$ cat config.mk
export PLATFORM = sky130hd
export DESIGN_NAME = pulse_timer_flat
export DESIGN_NICKNAME = d
export VERILOG_FILES = /design/src/rtl/pulse_timer_pkg.sv /design/src/rtl/pulse_timer_if.sv /design/src/rtl/pulse_timer_load_down_counter.sv /design/src/rtl/pulse_timer.sv /design/src/flat_wrapper.sv
export SDC_FILE = /design/constraint.sdc
export NUM_CORES = 1
export LEC_CHECK = 0
export CAP_MARGIN = 40
export CORE_MARGIN = 3
export CORE_UTILIZATION = 40
export DETAILED_ROUTE_END_ITERATION = 6
export SLEW_MARGIN = 25
export SYNTH_ARGS = -nofsm -noshare
export SYNTH_HDL_FRONTEND = slang
export SYNTH_SLANG_ARGS = --single-unit
$ cat constraint.sdc
create_clock -name clk -period 7.8 [get_ports clk]
set_clock_uncertainty 0.1 [all_clocks]
set_input_delay 1.56 -clock clk [delete_from_list [all_inputs] [get_ports clk]]
set_output_delay 1.56 -clock clk [all_outputs]
set_load 0.02 [all_outputs]
$ cat src/rtl/pulse_timer_pkg.sv
// Shared types and constants for the pulse timer.
// Holds the FSM state encoding and the mode encoding sampled with start.
package pulse_timer_pkg;

  typedef enum logic {
    IDLE = 1'b0,
    RUN  = 1'b1
  } state_t;

  localparam logic MODE_PERIODIC = 1'b0;
  localparam logic MODE_ONESHOT  = 1'b1;

endpackage

$ cat src/rtl/pulse_timer_if.sv
// Control/status bundle of the pulse timer. The controller drives the master side.
// The timer takes the slave side. Settings are sampled only in a start cycle.
interface pulse_timer_if #(
  parameter int WIDTH = 32
);

  logic             en;
  logic             start;
  logic             stop;
  logic             mode;
  logic [WIDTH-1:0] period;
  logic [WIDTH-1:0] high_len;
  logic             out;
  logic             busy;
  logic             done;
  logic [WIDTH-1:0] count;

  modport master (
    output en, start, stop, mode, period, high_len,
    input  out, busy, done, count
  );

  modport slave (
    input  en, start, stop, mode, period, high_len,
    output out, busy, done, count
  );

endinterface

$ cat src/rtl/pulse_timer_load_down_counter.sv
// Loadable down-counter. A load wins over counting and takes effect on the next edge.
// With en high it decrements and then holds at zero. With en low it holds its value.
module load_down_counter #(
  parameter int WIDTH = 32
) (
  input  logic             clk,
  input  logic             rst,
  input  logic             en,
  input  logic             load,
  input  logic [WIDTH-1:0] load_val,
  output logic [WIDTH-1:0] value,
  output logic             zero
);

  always_ff @(posedge clk or negedge rst) begin
    if (!rst) begin
      value <= '0;
    end else if (load) begin
      value <= load_val;
    end else if (en && (value != '0)) begin
      value <= value - WIDTH'(1);
    end
  end

  assign zero = (value == '0);

endmodule

$ cat src/rtl/pulse_timer.sv
// Programmable periodic/one-shot pulse generator. The counter loads P-1 on the start edge.
// en low freezes the counter, the state and out. A reload waits for the next period wrap.
module pulse_timer
  import pulse_timer_pkg::*;
#(
  parameter int WIDTH = 32
) (
  input  logic           clk,
  input  logic           rst,
  pulse_timer_if.slave   bus
);

  state_t           state, state_nxt;
  logic [WIDTH-1:0] act_p, act_h;
  logic             act_mode;
  logic [WIDTH-1:0] pend_p, pend_h;
  logic             pend_vld;
  logic             done_q, done_nxt;

  logic             cnt_en, cnt_ld, cnt_zero;
  logic [WIDTH-1:0] cnt_ld_val, cnt_val;
  logic             latch_act, latch_pend, promote, clr_pend;

  load_down_counter #(.WIDTH(WIDTH)) u_cnt (
    .clk      (clk),
    .rst      (rst),
    .en       (cnt_en),
    .load     (cnt_ld),
    .load_val (cnt_ld_val),
    .value    (cnt_val),
    .zero     (cnt_zero)
  );

  always_comb begin
    state_nxt  = state;
    done_nxt   = 1'b0;
    cnt_en     = 1'b0;
    cnt_ld     = 1'b0;
    cnt_ld_val = '0;
    latch_act  = 1'b0;
    latch_pend = 1'b0;
    promote    = 1'b0;
    clr_pend   = 1'b0;

    unique case (state)
      IDLE: begin
        if (bus.start && !bus.stop && (bus.period != '0)) begin
          latch_act  = 1'b1;
          cnt_ld     = 1'b1;
          cnt_ld_val = bus.period - WIDTH'(1);
          state_nxt  = RUN;
        end
      end
      RUN: begin
        if (bus.stop) begin
          // Abort: counter cleared, pending reload dropped, done stays low.
          state_nxt  = IDLE;
          cnt_ld     = 1'b1;
          cnt_ld_val = '0;
          clr_pend   = 1'b1;
        end else begin
          if (bus.start && (act_mode == MODE_PERIODIC) && (bus.period != '0)) begin
            latch_pend = 1'b1;
          end
          if (bus.en) begin
            if (!cnt_zero) begin
              cnt_en = 1'b1;
            end else if (act_mode == MODE_PERIODIC) begin
              cnt_ld = 1'b1;
              if (pend_vld) begin
                promote    = 1'b1;
                cnt_ld_val = pend_p - WIDTH'(1);
              end else begin
                cnt_ld_val = act_p - WIDTH'(1);
              end
            end else begin
              state_nxt = IDLE;
              done_nxt  = 1'b1;
            end
          end
        end
      end
      default: state_nxt = IDLE;
    endcase
  end

  always_ff @(posedge clk or negedge rst) begin
    if (!rst) begin
      state    <= IDLE;
      done_q   <= 1'b0;
      act_p    <= '0;
      act_h    <= '0;
      act_mode <= MODE_PERIODIC;
      pend_p   <= '0;
      pend_h   <= '0;
      pend_vld <= 1'b0;
    end else begin
      state  <= state_nxt;
      done_q <= done_nxt;

      if (latch_act) begin
        act_p    <= bus.period;
        act_h    <= bus.high_len;
        act_mode <= bus.mode;
      end else if (promote) begin
        act_p <= pend_p;
        act_h <= pend_h;
      end

      // A start landing on the wrap edge queues behind the value being promoted.
      if (latch_pend) begin
        pend_p   <= bus.period;
        pend_h   <= bus.high_len;
        pend_vld <= 1'b1;
      end else if (promote || clr_pend) begin
        pend_vld <= 1'b0;
      end
    end
  end

  // Built from registers only, so the output cannot glitch on input changes.
  assign bus.out   = (state == RUN) && (cnt_val < act_h);
  assign bus.busy  = (state == RUN);
  assign bus.done  = done_q;
  assign bus.count = cnt_val;

endmodule
$ cat src/flat_wrapper.sv
// flat-port wrapper written by rule: the top's interface ports become plain ports
module pulse_timer_flat import pulse_timer_pkg::*;
#(
  parameter int WIDTH = 32
)
  (clk, rst, bus_en, bus_start, bus_stop, bus_mode, bus_period, bus_high_len, bus_out, bus_busy, bus_done, bus_count);
  pulse_timer_if #(.WIDTH(WIDTH)) bus_i ();
  input  logic clk;
  input  logic rst;
  input wire logic [$bits(bus_i.en)-1:0] bus_en;
  input wire logic [$bits(bus_i.start)-1:0] bus_start;
  input wire logic [$bits(bus_i.stop)-1:0] bus_stop;
  input wire logic [$bits(bus_i.mode)-1:0] bus_mode;
  input wire logic [$bits(bus_i.period)-1:0] bus_period;
  input wire logic [$bits(bus_i.high_len)-1:0] bus_high_len;
  output wire logic [$bits(bus_i.out)-1:0] bus_out;
  output wire logic [$bits(bus_i.busy)-1:0] bus_busy;
  output wire logic [$bits(bus_i.done)-1:0] bus_done;
  output wire logic [$bits(bus_i.count)-1:0] bus_count;
  assign bus_i.en = bus_en;
  assign bus_i.start = bus_start;
  assign bus_i.stop = bus_stop;
  assign bus_i.mode = bus_mode;
  assign bus_i.period = bus_period;
  assign bus_i.high_len = bus_high_len;
  assign bus_out = bus_i.out;
  assign bus_busy = bus_i.busy;
  assign bus_done = bus_i.done;
  assign bus_count = bus_i.count;
  pulse_timer #(.WIDTH(WIDTH)) u_core (.clk(clk), .rst(rst), .bus(bus_i));
endmodule
Word level (Yosys, flattened, before mapping)
Cells that the tools add are included.
- output and inout port bits: 35
- flip-flop bits (word level): 164
- word-level logic and storage cells: 76
- $add $sub $neg: 4
- mux-type cells: 46
- reductions and logical operators: 14
- bitwise gates (word level): 2
- $lt $le $gt $ge: 1
- operator list (cell ; number):
    2-to-1 mux 32 bit ; 12
    subtractor 32 x 1 -> 32 bit, second input constant ; 4
    case mux 32 bit (2 select lines) ; 1
    nonzero test 32 bit ; 2
    logical NOT 32 bit ; 1
    < comparator 32 bit ; 1
    2-to-1 mux 1 bit ; 31
    logical AND 1 bit ; 6
    nonzero test 2 bit ; 3
    case mux 1 bit (2 select lines) ; 2
    inverter 1 bit ; 2
    logical NOT 1 bit ; 1
    logical OR 1 bit ; 1

Longest topological paths before layout
- depth after elaboration: 9
- depth in mapped cells: 14
- mapped depth without buffers: 9

Hierarchy
Synthesis repeated with hierarchy kept, for this count alone.
- cell total of the unflattened synthesis: 1089
- area, all modules: 10238.6 um^2
- modules (own cells, without submodules) (module ; times used ; area each (um^2) ; cells an instance ; sequential area each (um^2)):
    pulse_timer ; 1 ; 8171.6 ; 855 ; 3303.2
    load_down_counter ; 1 ; 2067.0 ; 234 ; 800.8

Worst setup path before layout
Ideal clock, no wire load.
- path type: register -> output
- from: register u_core.u_cnt.value[9]
- to: output bus_out
- path slack: 3.707 ns
- arrival time: 2.433 ns
- path buffers: 0
- cell stages (with the launch flop): 9
- path through: dfrtp_1 -> ha_1 -> a21o_1 -> a21o_1 -> a211oi_1 -> o21bai_1 -> a21o_1 -> a221o_1 -> a211oi_1
- cells in the longest elaborated chain, start to end: 2
- RTL lines (element ; RTL line ; text):
    from (decl) ; pulse_timer_load_down_counter.sv:11 ; output logic [WIDTH-1:0] value,
    from (signal assigned) ; pulse_timer_load_down_counter.sv:19 ; value <= load_val;
    from (signal assigned) ; pulse_timer_load_down_counter.sv:21 ; value <= value - WIDTH'(1);
    < comparator 32 bit ; pulse_timer.sv:122 ; assign bus.out = (state == RUN) && (cnt_val < act_h);
    logical AND 1 bit ; pulse_timer.sv:122 ;
    to (decl) ; flat_wrapper.sv:16 ; output wire logic [$bits(bus_i.out)-1:0] bus_out;
Every way passes these cells.

Final worst setup path
- from: register u_core.u_cnt.value[1]
- to: output bus_out
Same word-level chain as after synthesis.

==> results.py <==
metrics = {
    "worst_setup_path": {
        "path_class": "reg -> out",
        "cp_slowest_cell": "clkdlybuf4s50_1",
        "cp.arrival_ps": 3440,
        "crit_path_max_fanout": 7,
        "worstPathCellList": "ha_1 -> a21o_1 -> a21oi_1 -> o21ai_0 -> a2111o_1 -> a221o_1 -> a211oi_1 -> clkdlybuf4s50_1",
        "cp_data_required_time_ps": 6140,
        "rr_startpoint": "u_core.pend_vld$_DFFE_PN0P_",
        "crit_start": "u_core.u_cnt.value[1]$_DFFE_PN0P_",
        "worstSetupStartpointType": "register",
        "crit_path_max_incr_delay_ps": 660,
        "critPathCaptureType": "output pin",
    },
    "global_routing": {
        "grt-busiest-layer": "met2",
        "grt_start_max_net_pins": 89,
        "met3_usage_pct": 4.41,
        "grt_use_met1_pct": 31.9,
        "antenna_found_initial": 0,
        "grtUsageTotal_pct": 22.3,
        "grt_pass1_vias": 8039,
        "grt_use_met2_pct": 33.4,
        "grt_first_pass_wirelength_mm": 46.3,
        "grt-ovfl-total": 0,
    },
    "floorplan": {
        "ios": 105,
        "core-area_mm2": 0.0245,
        "die_x_um": 165,
        "start_util_pct": 41.0,
        "fp.dieH_um": 165,
        "rows": 57,
        "die-area_mm2": 0.0271,
    },
    "clocking": {
        "ctsResizeCount": 0,
        "cts_tree": "yes",
        "hold_buffers": 0,
        "cts.sinks": 164,
        "path_clk_slew_ps": 70,
        "postCtsSetupBuffers": 0,
        "numCtsBuffers": 17,
        "htreeDepth": 4,
        "clk_path_buf_depth": 2,
        "insertion_delay_ps": 430,
        "cts_root_buffer": "clkbuf_16",
    },
    "timing": {
        "drv_slew": 0,
        "fin_ws_ps": 2700,
        "fmax_mhz": 196,
        "worst_pin_slew_ps": 854,
        "setup-tns-final_ps": 0,
        "setup_viol_count_final": 0,
        "timing.final.crit_share_pct": 65.4,
        "period_needed_ps": 5100,
        "hold_viol_final": 0,
        "rsz0062_at_grt": "no",
        "relSlewSlack_pct": 42.4,
    },
    "finish": {
        "areaGrowthSynthToFinish_pct": 20.2,
        "nets": 1210,
        "antenna-diode-count": 0,
        "drive_gt1_share_pct": 12.0,
    },
    "drt": {
        "vias": 8193,
        "first_pass_iters": 5,
        "wl_per_cell_um": 20.5,
        "totalWireLength_mm": 29.5,
        "viasPerCell": 5.68,
        "detail-route-antenna-nets": 0,
        "drtIter0Drc": 759,
        "drc_errors": 0,
    },
    "synthesis": {
        "syn_nets": 1125,
        "synthSimpleGateAreaFrac_pct": 15.7,
        "synth_area_per_cell_um2": 9.86,
        "synth_mux_area_share_pct": 14.7,
        "synth_edf_count": 0,
        "synth_compound_area_share_pct": 13.5,
        "ys_seq_area_share_pct": 40.8,
        "synth_top_family_by_area": "simple AND/OR/NAND/NOR gates",
        "yosys.cell_types.count": 69,
        "async_flop_share_pct": 100,
        "synth_adder_area_share_pct": 4.35,
        "ys.flop_type": "dfrtp_1",
        "yosysWarnings": 0,
        "syn_area_mm2": 0.0101,
        "ys_seq_elements": 164,
        "synth-xor-area-share_pct": 6.97,
        "synthCells": 1020,
    },
    "pwr": {
        "power_density_mw_per_mm2": 258,
        "p_leak_nw": 5.21,
        "ir_worst_vdd_mv": 0.110,
    },
    "placed_design": {
        "dp_hpwl_mm": 21.7,
        "routabilityCongestion": 0.940,
        "pre_cts_ws_ps": 2070,
        "io_buffer_count": 104,
    },
    "worst_hold_path": {
        "min_from": "u_core.pend_h[21]$_DFFE_PN0P_",
        "worstHoldPathType": "reg -> reg",
    },
    "run": {
        "drv_cap": 0,
    },
    "outcome": {
        "status": "finished clean",
    },
}
[flip-flops by register name (all words and copies together), names as in the netlist]
| name | count |
|---|---|
| u_core.act_h | 32 |
| u_core.act_p | 32 |
| u_core.pend_h | 32 |
| u_core.pend_p | 32 |
| u_core.u_cnt.value | 32 |
| u_core.act_mode | 1 |
| u_core.bus.busy | 1 |
| u_core.bus.done | 1 |
| u_core.pend_vld | 1 |
[worst paths after layout]
path	slack (ps)	endpoint	depth (start not counted)
min reg2reg	410	u_core.pend_h[21]$_DFFE_PN0P_	1
max	2700	bus_out	8
min in group asynchronous	940	u_core.pend_h[30]$_DFFE_PN0P_	1
max reg2reg	3910	u_core.u_cnt.value[27]$_DFFE_PN0P_	8
min	410	u_core.pend_h[21]$_DFFE_PN0P_	1
max in group asynchronous	5240	u_core.pend_vld$_DFFE_PN0P_	3
[metal layers]
| layer | share of wire [%] | vias to the layer above |
|---|---|---|
| met1 | 47 | 3993 |
| met3 | 6.0 | 43 |
| met4 | 3.1 | 0 |
| met2 | 44 | 261 |
| met5 | 0 | - |
| li1 | - | 3896 |
[worst max-delay path: cells and delay by family (launching register included)]
kind,cells,cell delay (ps)
AOI/OAI and AO/OA,6,1540
buffers and inverters,1,660
DFF,1,480
adders and majority gates,1,340
[area by class of cell]
cell class / instances / area, um^2
fill: 2313 / 12400
multi-input combinational: 762 / 5590
sequential: 164 / 4110
timing repair buffer: 119 / 1210
clock buffer: 17 / 425
tap: 324 / 405
clock inverter: 15 / 198
inverter: 41 / 154
[placed cells by master (no fill, tap or decap), drive strengths merged, types with 23 or more instances in the layout]
cell type        n
ha              35
mux2i           75
nor2            50
clkdlybuf4s50  103
xor2            39
inv             46
a21oi           42
xnor2           41
nor3            28
o21ai           62
nand2           93
dfrtp          164
nor4            23
mux2            65
[through the flow]
step / area (um^2) / hold slack [ps] / instances / utilization, % / power, mW
after floorplan: 10100 / 379 / 1020 / - / 1.87
after global placement: 11400 / 387 / 1404 / 46.3 / 2.20
after detailed placement: 11400 / 394 / 1408 / 46.6 / 2.23
after CTS: 12100 / 410 / 1440 / 49.1 / 3.13
after global routing: 12100 / 415 / 1442 / 49.3 / 3.31
final: 12100 / 409 / 1442 / 49.3 / 3.12
[power by group]
part	switching (mW)	internal, mW	leakage (nW)	total [mW]
Combinational	0.464	0.452	2.91	0.916
Sequential	0.236	1.07	1.99	1.31
Clock	0.384	0.514	0.307	0.898
[Yosys cell counts, drive strengths merged, types with 28 or more instances]
master,instances,area [um^2]
dfrtp,164,4100
buf,29,151
xor2,39,342
a21oi,42,210
nand2,93,354
xnor2,41,359
mux2,65,732
ha,35,438
mux2i,75,751
nor2,50,188
o21ai,62,310
inv,41,154
nor3,28,155
[kinds of logic (layout without fill, tap and decap cells)]
logic type | Yosys count | count (layout)
and+or+nand+nor | 299 | 299
AOI/OAI and AO/OA | 208 | 208
DFF | 164 | 164
muxes | 140 | 140
buffers and inverters | 94 | 192
xor gates and xnor gates | 80 | 80
adders and majority gates | 35 | 35
(Power assumes the default switching activity.)
